## config.mk

```make
export PLATFORM = sky130hd
export DESIGN_NAME = credit_manager
export DESIGN_NICKNAME = d
export VERILOG_FILES = /design/src/rtl/credit_manager.sv
export SDC_FILE = /design/constraint.sdc
export NUM_CORES = 1
export LEC_CHECK = 0
export BUFFER_PORTS_ARGS = -buffer_cell sky130_fd_sc_hd__buf_2
export CAP_MARGIN = 20
export CORE_ASPECT_RATIO = 1.2
export CORE_MARGIN = 2
export CORE_UTILIZATION = 53
export DETAILED_ROUTE_END_ITERATION = 8
export GPL_ROUTABILITY_DRIVEN = 1
export PLACE_DENSITY_LB_ADDON = 0.25
export REMOVE_ABC_BUFFERS = 1
export SETUP_SLACK_MARGIN = 0.3
export SYNTH_ARGS = -nofsm -noshare
export SYNTH_HDL_FRONTEND = slang
export SYNTH_SLANG_ARGS = --single-unit
```

## constraint.sdc

```tcl
create_clock -name clk -period 2.7 [get_ports clk]
set_input_delay 0 -clock clk [delete_from_list [all_inputs] [get_ports clk]]
set_output_delay 0 -clock clk [all_outputs]
set_load 0.01 [all_outputs]
```

## src/rtl/credit_manager.sv

```systemverilog
// Upstream credit stage of the vending path: accepts coins, deducts vend prices,
// shows credit as BCD/7-segment digits and pays refunds one coin per cycle.
module credit_manager #(
  parameter int PRICE_A    = 25,
  parameter int PRICE_B    = 40,
  parameter int PRICE_C    = 55,
  parameter int PRICE_D    = 75,
  parameter int MAX_CREDIT = 95
) (
  input  logic       clk,
  input  logic       reset,
  input  logic       coin_valid,
  input  logic [1:0] coin,
  input  logic       refund_req,
  input  logic       vend_apple,
  input  logic       vend_banana,
  input  logic       vend_carrot,
  input  logic       vend_date,
  output logic [3:0] dig_tens,
  output logic [3:0] dig_ones,
  output logic [6:0] seg_tens,
  output logic [6:0] seg_ones,
  output logic       coin_reject,
  output logic       fault,
  output logic [1:0] change_out,
  output logic       busy
);

  localparam logic [0:0] IDLE   = 1'b0;
  localparam logic [0:0] REFUND = 1'b1;

  localparam logic [6:0] P_A     = 7'(PRICE_A);
  localparam logic [6:0] P_B     = 7'(PRICE_B);
  localparam logic [6:0] P_C     = 7'(PRICE_C);
  localparam logic [6:0] P_D     = 7'(PRICE_D);
  localparam logic [7:0] MAX_C   = 8'(MAX_CREDIT);

  if ((PRICE_A % 5 != 0) || (PRICE_A > MAX_CREDIT) ||
      (PRICE_B % 5 != 0) || (PRICE_B > MAX_CREDIT) ||
      (PRICE_C % 5 != 0) || (PRICE_C > MAX_CREDIT) ||
      (PRICE_D % 5 != 0) || (PRICE_D > MAX_CREDIT) ||
      (MAX_CREDIT % 5 != 0) || (MAX_CREDIT > 99)) begin : g_cfg_err
    $error("credit_manager: invalid price/credit configuration");
  end

  function automatic logic [7:0] to_bcd(input logic [6:0] c);
    logic [3:0] t;
    logic [3:0] o;
    t = 4'(c / 7'd10);
    o = 4'(c % 7'd10);
    return {t, o};
  endfunction

  function automatic logic [6:0] to_seg(input logic [3:0] d);
    logic [6:0] s;
    case (d)
      4'd0:    s = 7'h3F;
      4'd1:    s = 7'h06;
      4'd2:    s = 7'h5B;
      4'd3:    s = 7'h4F;
      4'd4:    s = 7'h66;
      4'd5:    s = 7'h6D;
      4'd6:    s = 7'h7D;
      4'd7:    s = 7'h07;
      4'd8:    s = 7'h7F;
      4'd9:    s = 7'h6F;
      default: s = 7'h00;
    endcase
    return s;
  endfunction

  logic [0:0] state_q, state_d;
  logic [6:0] credit_q, credit_d;
  logic       coin_reject_q, coin_reject_d;
  logic       fault_q, fault_d;
  logic [1:0] change_q, change_d;

  logic [3:0] vend_vec;
  logic       any_vend;
  logic       multi_vend;
  logic [6:0] price;
  logic [6:0] coin_val;
  logic [7:0] coin_sum;

  assign vend_vec   = {vend_apple, vend_banana, vend_carrot, vend_date};
  assign any_vend   = |vend_vec;
  assign multi_vend = (vend_vec & 4'(vend_vec - 4'd1)) != 4'd0;
  assign coin_sum   = {1'b0, credit_q} + {1'b0, coin_val};

  always_comb begin
    price = 7'd0;
    case (vend_vec)
      4'b1000: price = P_A;
      4'b0100: price = P_B;
      4'b0010: price = P_C;
      4'b0001: price = P_D;
      default: price = 7'd0;
    endcase
  end

  always_comb begin
    coin_val = 7'd0;
    case (coin)
      2'b01:   coin_val = 7'd5;
      2'b10:   coin_val = 7'd10;
      2'b11:   coin_val = 7'd25;
      default: coin_val = 7'd0;
    endcase
  end

  always_comb begin
    state_d       = state_q;
    credit_d      = credit_q;
    coin_reject_d = 1'b0;
    fault_d       = 1'b0;
    change_d      = 2'b00;
    case (state_q)
      IDLE: begin
        // Vends outrank refunds, which outrank coins; losers are rejected or dropped.
        if (any_vend) begin
          if (multi_vend || (credit_q < price)) fault_d = 1'b1;
          else                                  credit_d = credit_q - price;
          coin_reject_d = coin_valid;
        end else if (refund_req) begin
          if (credit_q != 7'd0) state_d = REFUND;
          coin_reject_d = coin_valid;
        end else if (coin_valid) begin
          if ((coin == 2'b00) || (coin_sum > MAX_C)) coin_reject_d = 1'b1;
          else                                        credit_d = coin_sum[6:0];
        end
      end
      default: begin
        coin_reject_d = coin_valid;
        fault_d       = any_vend;
        if (credit_q >= 7'd25) begin
          change_d = 2'b11;
          credit_d = credit_q - 7'd25;
        end else if (credit_q >= 7'd10) begin
          change_d = 2'b10;
          credit_d = credit_q - 7'd10;
        end else if (credit_q >= 7'd5) begin
          change_d = 2'b01;
          credit_d = credit_q - 7'd5;
        end else begin
          credit_d = 7'd0;
        end
        if (credit_d == 7'd0) state_d = IDLE;
      end
    endcase
  end

  always_ff @(posedge clk or posedge reset) begin
    if (reset) begin
      state_q       <= IDLE;
      credit_q      <= 7'd0;
      coin_reject_q <= 1'b0;
      fault_q       <= 1'b0;
      change_q      <= 2'b00;
    end else begin
      state_q       <= state_d;
      credit_q      <= credit_d;
      coin_reject_q <= coin_reject_d;
      fault_q       <= fault_d;
      change_q      <= change_d;
    end
  end

  assign {dig_tens, dig_ones} = to_bcd(credit_q);
  assign seg_tens    = to_seg(dig_tens);
  assign seg_ones    = to_seg(dig_ones);
  assign coin_reject = coin_reject_q;
  assign fault       = fault_q;
  assign change_out  = change_q;
  assign busy        = (state_q == REFUND);

endmodule

```

==> summary.md, run 1 <==
| Metric | Value |
|---|---|
| Initial antenna violation count | `0` |
| Final Hold Vio Count | `0` |
| P&R area growth vs syn | `53.3%` |
| Total grt overflow | `0` |
| Slew Viols, Final | `0` |
| Routed WL per cell | `19.8 um` |
| Synth cell types | `70` |
| Clk slew on worst S/H paths | `0.05 ns` |
| Drt first pass iters | `5` |
| Setup TNS | `-5.48 ns` |
| Sequential area share after synthesis | `11.9%` |
| Most frequent cell after synthesis | `o21ai_0` |
| Failing checks | `setup timing` |
| Max Clock Freq | `317 MHz` |
| Clock Path Buffers | `2` |
| Antenna diodes | `0` |
| Via count | `3,121` |
| Slack of the critical path | `-0.450 ns` |
| Synth Instances | `338` |
| Pre-CTS WS | `-0.114 ns` |
| H-tree levels | `1` |
| I/O Pins | `37` |
| Clk sinks | `12` |
| Largest net degree at the start of global routing | `20` |
| Skew-Pair Late Insertion Delay | `0.26 ns` |
| Clock Skew | `0.00761 ns` |
| Die height | `79.6 um` |
| Worst-margin pin slew | `0.816 ns` |
| Required @ worst endpoint | `2.70 ns` |
| Rows | `27` |
| Status | `finished with violations` |
| Starting Density | `54.9%` |
| Async S/R FF share, synth | `100%` |
| First-pass GRT wire length | `13,500 um` |
| Placed cells | `460` |
| Fill cells | `270` |
| PortBufs | `36` |
| Capturing element type of the critical path | `output port` |
| Critical path class | `reg2out` |
| Max-cap violations | `0` |
| Fin nets | `481` |
| Mapped Avg Cell Area | `7.46 um2` |
| DRT iter0 DRCs | `228` |
| Die X | `67.0 um` |
| Hold WS | `0.0810 ns` |
| Top FF cell, synth | `dfrtp_1` |
| Post-route ant nets | `0` |
| RSZ-0062 raised after global routing | `yes` |
| Number of remaining DRC errors | `0` |
| Synth top area share | `14.4%` |
| Mapped Area | `0.00252 mm2` |
| Worst min path class | `in2reg` |
| WP data arrival | `3.15 ns` |
| TritonCTS clock tree | `yes` |
| Crit-path max FO | `6` |
| Fraction of layout cells with a size suffix above 1 | `46.9%` |
| Post-synth top cells | `o21ai_0 (32), nor2_1 (31), nand2_1 (30), ha_1 (29), inv_1 (18)` |
| YS warnings | `0` |
| GP Congestion | `0.898` |
| Worst slew margin | `45.0%` |
| Fin crit share | `117%` |
| Area leader, netlist | `ha_1` |
| Vias in the first global route | `3,031` |
| #FFs+latches synth | `12` |
| GRT Overall Usage | `33.3%` |
| EDFF count, synth | `0` |
| Finished Layout Cells | `497` |
| Inserted Clock Buffers | `3` |
| CTS Root Cell | `clkbuf_8` |
| Core ar. | `0.00459 mm2` |
| Tmin final | `3.15 ns` |
| Post-DP HPWL | `5590 um` |
| Die area | `0.00533 mm2` |
| Wirelength, routed | `9820 um` |
| Vias per Instance | `6.28` |
| Synth area leaders | `ha_1 (14%), dfrtp_1 (12%), o21ai_0 (6.3%)` |
| CP Launch Type | `flip-flop` |
| Final setup viols | `17` |
routing by layer:
| metal | GRT usage [%] | vias up | part of all wire, % |
|---|---|---|---|
| met5 | 0 | - | 0 |
| li1 | - | 1441 | - |
| met3 | 3.24 | 51 | 5.0 |
| met4 | 21.0 | 0 | 6.0 |
| met2 | 65.5 | 149 | 54 |
| met1 | 31.6 | 1480 | 35 |
final timing paths:
kind                                    startpoint                 endpoint  slack, ns  depth (start not counted)
setup / recovery           credit_q[4]$_DFFE_PP0P_              seg_ones[3]      -0.45                         14
hold / removal                          refund_req           busy$_DFF_PP0_       0.08                          3
setup reg to reg           credit_q[2]$_DFFE_PP0P_  credit_q[6]$_DFFE_PP0P_      -0.09                         13
hold reg to reg                     busy$_DFF_PP0_  change_out[0]$_DFF_PP0_       0.69                          2
max in group asynchronous                    reset  credit_q[4]$_DFFE_PP0P_       1.99                          3
min in group asynchronous                    reset          fault$_DFF_PP0_       0.32                          3
timing repair:
action,CTS,global route
hold buffers,2,0
buffers inserted,23,8
endpoints found under the setup margin,27,29
pin swaps,35,32
gates resized for setup,87,38
hold endpoints to repair,13,0
critical path: stages, from the launching register on:
cell and delay (ns):
dfrtp_2 0.47, nor3b_4 0.25, mux2i_4 0.10, o21a_2 0.16
xnor2_2 0.15, ha_2 0.20, nand2_2 0.10, a21oi_4 0.07
o41ai_4 0.37, buf_4 0.22, xnor2_4 0.11, ha_4 0.28
o22ai_2 0.08, a21boi_1 0.17, buf_2 0.16
registers in the layout (all words and copies together) (netlist names):
| register | count |
|---|---|
| busy | 1 |
| change_out | 2 |
| coin_reject | 1 |
| credit_q | 7 |
| fault | 1 |
per-stage QoR:
step	util [%]	area, um2
finish	84.2	3870
global route	84.2	3870
CTS	78.9	3630
detailed placement	66.1	3040
global placement	66.1	3040
floorplan	-	2420
kinds of logic after synthesis:
kind of cell	count (synthesis)	share of synthesized area, %
simple gates	116	23.7
compound gates	112	30.7
fa+ha+maj	32	16.4
flops	12	11.9
mux	7	3.52
xor+xnor	18	6.55
buf+inv	41	7.34
placed cells by master (no fill, tap or decap), drive strengths merged, types with 4 or more instances in the layout:
master / Yosys / routed
inv: 21 / 21
xnor2: 15 / 15
ha: 29 / 29
buf: 6 / 115
o21a: 4 / 4
clkbuf: 14 / 4
dfrtp: 12 / 12
mux2i: 5 / 5
nor2: 31 / 31
nor2b: 11 / 11
a21oi: 17 / 17
o211ai: 10 / 10
nand2b: 5 / 5
a211oi: 4 / 4
and2: 7 / 7
o21ai: 33 / 33
a31oi: 7 / 7
nand2: 30 / 30
nand4: 4 / 4
nor3: 5 / 5
a21o: 4 / 4
area by class of cell:
type / instances / area, um2 / share of cell area (%)
clock buffers: 4 / 55.1 / 1.42
inverters: 21 / 91.3 / 2.36
multi-input cells: 285 / 2470 / 63.9
flip-flops and latches: 12 / 307 / 7.93
well taps: 58 / 72.6 / 1.88
repair buffers: 117 / 872 / 22.5
Power of run 1 is left out: the tool's default activity adds up to more than one toggle a clock period on the data nets, which glitch-free logic cannot reach.
==> run 2, diff against run 1 <==
CTS_CLUSTER_SIZE = 10   (was not set)
MAX_ROUTING_LAYER = met4   (was not set)
SETUP_SLACK_MARGIN = not set   (was 0.3)
==> run 2 against run 1 <==
The flow still finishes with violations (setup timing). Via count is 6.5% lower. Fmax is 0.12% lower. Utilization is 8.9 points lower. Die area stayed put. Hold slack better by 0.0010 ns. Critical path depth stayed put. Worst setup slack worse by 0.0038 ns. Cell area is 11% lower. First-iteration DRC count is 58% lower. Critical endpoint is now seg_ones[6].
==> summary.md, run 2 (same netlist as run 1, synthesis figures left out) <==
| Metric | Value |
|---|---|
| Worst min path class | `in2reg` |
| First-pass GRT wire length | `11,700 um (-13%)` |
| Crit-path cells | `nand2b_1, a31oi_2, o21a_2, buf_4, buf_4, buf_4, a21oi_2, o41ai_4, buf_4, buf_8, inv_8, a211oi_1, a2111oi_4, buf_2` |
| Inserted Clock Buffers | `3 (unchanged)` |
| Max-cap violations | `0 (unchanged)` |
| Post-route ant nets | `0 (unchanged)` |
| RSZ-0062 raised after global routing | `yes` |
| Slack of the critical path | `-0.454 ns (-0.00376 ns)` |
| Vias in the first global route | `2,725 (-10%)` |
| DRT iter0 DRCs | `95 (-58%)` |
| Capturing element type of the critical path | `output port` |
| Number of remaining DRC errors | `0 (unchanged)` |
| I/O Pins | `37 (unchanged)` |
| CP Launch Type | `flip-flop` |
| Vias per Instance | `6.06 (-3.4%)` |
| Layout Utilization | `75.3% (-8.9 points)` |
| Worst-margin pin slew | `1.16 ns (+0.343 ns)` |
| Rows | `27 (unchanged)` |
| Fraction of layout cells with a size suffix above 1 | `35.9% (-11 points)` |
| Most common cell after layout, fill and taps aside | `buf_4` |
| Critical path class | `reg2out` |
| Final setup viols | `16 (-1)` |
| Number of buffers and inverters on the critical path | `7 (+5)` |
| Fin nets | `465 (-3.3%)` |
| Total grt overflow | `0 (unchanged)` |
| Clk sinks | `12 (unchanged)` |
| Pre-CTS WS | `-0.159 ns (-0.0447 ns)` |
| Die X | `67.0 um (unchanged)` |
| TritonCTS clock tree | `yes` |
| Number of flip-flops in the largest register | `7 (unchanged)` |
| Largest net degree at the start of global routing | `20 (unchanged)` |
| Die area | `0.00533 mm2 (unchanged)` |
| Max Clock Freq | `317 MHz (-0.12%)` |
| Crit-path max FO | `8 (+2)` |
| Setup TNS | `-4.98 ns (+0.502 ns)` |
| CP dominant cell by count | `buf_4` |
| WP data arrival | `3.15 ns (about the same)` |
| Failing checks | `setup timing` |
| CP max stage delay | `0.45 ns (-0.02 ns)` |
| Tmin final | `3.15 ns (+0.00376 ns)` |
| Skew-Pair Late Insertion Delay | `0.25 ns (about the same)` |
| P&R area growth vs syn | `37.1%` |
| CP max stage cell | `a211oi_1` |
| Die height | `79.6 um (unchanged)` |
| Worst slew margin | `22.7% (-22 points)` |
| Via count | `2,917 (-6.5%)` |
| Commonest cells after routing, fill and taps aside | `buf_4 (62), buf_2 (35), nor2_1 (28), nand2_1 (28), o21ai_0 (26)` |
| Fill cells | `346 (+28%)` |
| Clock Path Buffers | `2 (unchanged)` |
| Drt first pass iters | `4 (-1)` |
| Status | `finished with violations` |
| Post-DP HPWL | `5490 um (-1.8%)` |
| Fin crit share | `117% (+0.14 points)` |
| Slew Viols, Final | `0 (unchanged)` |
| CTS Root Cell | `clkbuf_8` |
| Wirelength, routed | `7900 um (-20%)` |
| Starting Density | `54.9% (unchanged)` |
| GRT Overall Usage | `28.9% (-4.4 points)` |
| Final Hold Vio Count | `0 (unchanged)` |
| CP top delay family | `compound AO/OA/AOI/OAI gates` |
| Routed WL per cell | `16.4 um (-17%)` |
| Required @ worst endpoint | `2.70 ns (about the same)` |
| GP Congestion | `0.907 (+1.0%)` |
| Antenna diodes | `0 (unchanged)` |
| DP Area | `0.00303 mm2 (-0.25%)` |
| Most flops, register | `credit_q` |
| Clk slew on worst S/H paths | `0.06 ns (about the same)` |
| Clock Skew | `0.00327 ns (-0.00434 ns)` |
| PortBufs | `36 (unchanged)` |
| Initial antenna violation count | `0 (unchanged)` |
| Post-route cell area | `0.00346 mm2 (-11%)` |
| Core ar. | `0.00459 mm2 (unchanged)` |
| H-tree levels | `1 (unchanged)` |
-- run 2: cell count changes in the layout (fill, tap and decap cells not counted), sizes merged --
cell  before  now
buf      115   99
-- run 2: worst reg2reg max path, delay by kind of cell (launching register included) --
| family | cells | cell delay, ns |
|---|---|---|
| AO/OA/AOI/OAI | 4 | 0.61 |
| adder cells (fa/ha/maj) | 1 | 0.27 |
| buffers and inverters | 4 | 0.64 |
| flip-flops | 1 | 0.45 |
| AND/OR/NAND/NOR | 4 | 0.56 |
-- run 2: path summary, 6_finish.rpt --
path | start | end | slack [ns] | cells past startpoint
setup / recovery | credit_q[5]$_DFFE_PP0P_ | seg_ones[6] | -0.45 | 14
hold / removal | refund_req | busy$_DFF_PP0_ | 0.08 | 3
setup reg to reg | credit_q[1]$_DFFE_PP0P_ | busy$_DFF_PP0_ | 0.06 | 13
hold reg to reg | busy$_DFF_PP0_ | change_out[0]$_DFF_PP0_ | 0.67 | 2
max in group asynchronous | reset | credit_q[1]$_DFFE_PP0P_ | 2.00 | 3
min in group asynchronous | reset | busy$_DFF_PP0_ | 0.33 | 3
-- run 2: metrics by stage --
stage          std cells  hold WS [ns]
2_1_floorplan        318        -0.135
3_3_place_gp         459        0.0419
3_5_place_dp         459        0.0461
4_1_cts              472        0.0800
5_1_grt              481         0.117
6_report             481        0.0820
-- run 2: per-layer routing --
| layer | global-route usage, % | wire, um | vias to the layer above |
|---|---|---|---|
| li1 | - | - | 1403 |
| met1 | 27.4 | 3010 | 1356 |
| met2 | 56.1 | 4180 | 122 |
| met3 | 1.83 | 333 | 36 |
| met4 | 16.1 | 384 | 0 |
| met5 | - | 0 | - |
-- run 2: final cells by class --
class / instances / area, um2 / area share (%)
clock buffers: 4 / 55.1 / 1.59
inverters: 21 / 88.8 / 2.57
multi-input cells: 285 / 2250 / 65.1
flip-flops and latches: 12 / 305 / 8.83
well taps: 58 / 72.6 / 2.10
repair buffers: 101 / 687 / 19.9
-- run 2: timing repair --
action | 4_1_cts | 5_1_grt
hold endpoints to repair | 13 | 0
gates resized for setup | 33 | 23
buffers inserted | 7 | 9
hold buffers | 2 | 0
pin swaps | 9 | 16
setup endpoints to repair | 16 | 20
Power of run 2 is left out for the same reason.
==> run 3, diff against run 2 <==
CORE_UTILIZATION = 54   (was 53)
CTS_BUF_LIST = sky130_fd_sc_hd__clkbuf_8   (was not set)
==> run 3 against run 2 <==
The flow still finishes with violations (setup timing). Sequential share of layout area is 0.18 points lower. Flip-flop and latch count stayed put. Register-to-register slack worse by 0.07 ns. Clock skew is 0.0032 ns higher. Global-route usage is 0.93 points higher. First-iteration DRC count is 88% higher. Via count is 0.21% higher. Fmax is 2.6% lower. Worst setup slack worse by 0.085 ns. Critical endpoint is now seg_tens[3].
==> summary.md, run 3 (same netlist as run 1, synthesis figures left out) <==
| Metric | Value |
|---|---|
| Number of remaining DRC errors | `0 (unchanged)` |
| Fin nets | `461 (-0.86%)` |
| GP Congestion | `1.02 (+12%)` |
| Largest net degree at the start of global routing | `20 (unchanged)` |
| Most common cell after layout, fill and taps aside | `buf_4` |
| Die area | `0.00524 mm2 (-1.7%)` |
| Hold WS | `0.0785 ns (-0.00353 ns)` |
| DRT iter0 DRCs | `179 (+88%)` |
| Total grt overflow | `0 (unchanged)` |
| RSZ-0062 raised after global routing | `yes` |
| Clock Path Buffers | `2 (unchanged)` |
| Via count | `2,923 (+0.21%)` |
| Routed WL per cell | `17.7 um (+7.6%)` |
| CTS Root Cell | `clkbuf_8` |
| Clock Skew | `0.00650 ns (+0.00323 ns)` |
| Tmin final | `3.24 ns (+0.0851 ns)` |
| Post-route ant nets | `0 (unchanged)` |
| Die height | `78.9 um (-0.88%)` |
| Crit-path max FO | `5 (-3)` |
| Failing checks | `setup timing` |
| CP max stage delay | `0.46 ns (about the same)` |
| P&R area growth vs syn | `38.7%` |
| Status | `finished with violations` |
| Fin crit share | `120% (+3.2 points)` |
| Vias in the first global route | `2,738 (+0.48%)` |
| Wirelength, routed | `8430 um (+6.7%)` |
| Capturing element type of the critical path | `output port` |
| Core ar. | `0.00453 mm2 (-1.5%)` |
| Max-cap violations | `0 (unchanged)` |
| Antenna diodes | `0 (unchanged)` |
| First-pass GRT wire length | `12,200 um (+4.4%)` |
| Number of flip-flops in the largest register | `7 (unchanged)` |
| Die X | `66.4 um (-0.87%)` |
| Commonest cells after routing, fill and taps aside | `buf_4 (52), buf_2 (34), nand2_1 (28), nor2_1 (27), o21ai_0 (27)` |
| Number of buffers and inverters on the critical path | `3 (-4)` |
| Rows | `27 (unchanged)` |
| GRT Overall Usage | `29.9% (+0.93 points)` |
| Clk sinks | `12 (unchanged)` |
| Max Clock Freq | `309 MHz (-2.6%)` |
| Required @ worst endpoint | `2.70 ns (about the same)` |
| Inserted Clock Buffers | `3 (unchanged)` |
| Drt first pass iters | `4 (unchanged)` |
| Slack of the critical path | `-0.539 ns (-0.0851 ns)` |
| Crit-path cells | `and3b_1, a31oi_2, o21a_2, xnor2_2, ha_2, nand2_2, a21oi_2, o41ai_4, buf_6, buf_12, ha_4, nor2b_4, o21ai_1, nand2_1, buf_2` |
| I/O Pins | `37 (unchanged)` |
| Final Hold Vio Count | `0 (unchanged)` |
| Vias per Instance | `6.13 (+1.0%)` |
| Clk slew on worst S/H paths | `0.06 ns (about the same)` |
| PortBufs | `36 (unchanged)` |
| Worst min path class | `in2reg` |
| TritonCTS clock tree | `yes` |
| Worst-margin pin slew | `0.640 ns (-0.520 ns)` |
| Starting Density | `55.7% (+0.82 points)` |
| Final setup viols | `19 (+3)` |
| Skew-Pair Late Insertion Delay | `0.25 ns (about the same)` |
| Worst slew margin | `56.9% (+34 points)` |
| WP data arrival | `3.24 ns (+0.09 ns)` |
| CP top delay family | `compound AO/OA/AOI/OAI gates` |
| Fill cells | `340 (-1.7%)` |
| Fraction of layout cells with a size suffix above 1 | `36.5% (+0.58 points)` |
| CP Launch Type | `flip-flop` |
| Slew Viols, Final | `0 (unchanged)` |
| H-tree levels | `1 (unchanged)` |
| Most flops, register | `credit_q` |
| CP max stage cell | `dfrtp_2` |
| Post-DP HPWL | `5620 um (+2.3%)` |
| Initial antenna violation count | `0 (unchanged)` |
| Critical path class | `reg2out` |
run 3: timing repair:
action,in CTS,in global routing
pin swaps,13,17
hold buffers,2,0
endpoints found under the hold margin,13,0
endpoints found under the setup margin,15,26
buffers inserted,11,7
gates resized for setup,21,42
run 3: worst register-to-register path: cells and delay by family, from the launching register on:
family                     cells  cell delay, ns
AOI/OAI and AO/OA              4            0.68
and+or+nand+nor                4            0.61
buffers and inverters          3            0.57
DFF                            1            0.45
adders and majority gates      1            0.25
run 3: routing by layer:
layer  GRT usage, %  routed length (um)
met2           53.4                4530
met1           34.1                3090
met5              -                   0
met3           1.70                 410
met4           12.7                 407
run 3: worst paths after layout:
kind | start | slack, ns | depth (start not counted) | endpoint
max reg2reg | credit_q[2]$_DFFE_PP0P_ | -0.01 | 12 | busy$_DFF_PP0_
min in group asynchronous | reset | 0.32 | 3 | busy$_DFF_PP0_
min | refund_req | 0.08 | 3 | busy$_DFF_PP0_
max | credit_q[2]$_DFFE_PP0P_ | -0.54 | 15 | seg_tens[3]
max in group asynchronous | reset | 2.03 | 3 | credit_q[4]$_DFFE_PP0P_
min reg2reg | busy$_DFF_PP0_ | 0.67 | 2 | change_out[1]$_DFF_PP0_
run 3: layout make-up:
| type | instances | area [um2] | area share (%) |
|---|---|---|---|
| multi-input combinational | 285 | 2280 | 65.2 |
| timing repair buffer | 97 | 699 | 20.0 |
| sequential | 12 | 303 | 8.65 |
| inverter | 21 | 88.8 | 2.54 |
| tap | 58 | 72.6 | 2.07 |
| clock buffer | 4 | 55.1 | 1.57 |
run 3: per-stage QoR:
| stage | instance area, um2 | TNS (ns) | utilization [%] | instances | worst slack (ns) |
|---|---|---|---|---|---|
| 3_5_place_dp | 2990 | -0.336 | 66.1 | 454 | -0.0649 |
| 5_1_grt | 3500 | -7.99 | 77.3 | 477 | -0.594 |
| 3_3_place_gp | 2990 | 0 | 66.1 | 454 | 0.00651 |
| 6_report | 3500 | -6.51 | 77.3 | 477 | -0.539 |
| 2_1_floorplan | 2420 | -8.26 | - | 318 | -0.704 |
| 4_1_cts | 3240 | -3.51 | 71.5 | 471 | -0.302 |
Power of run 3 is left out for the same reason.
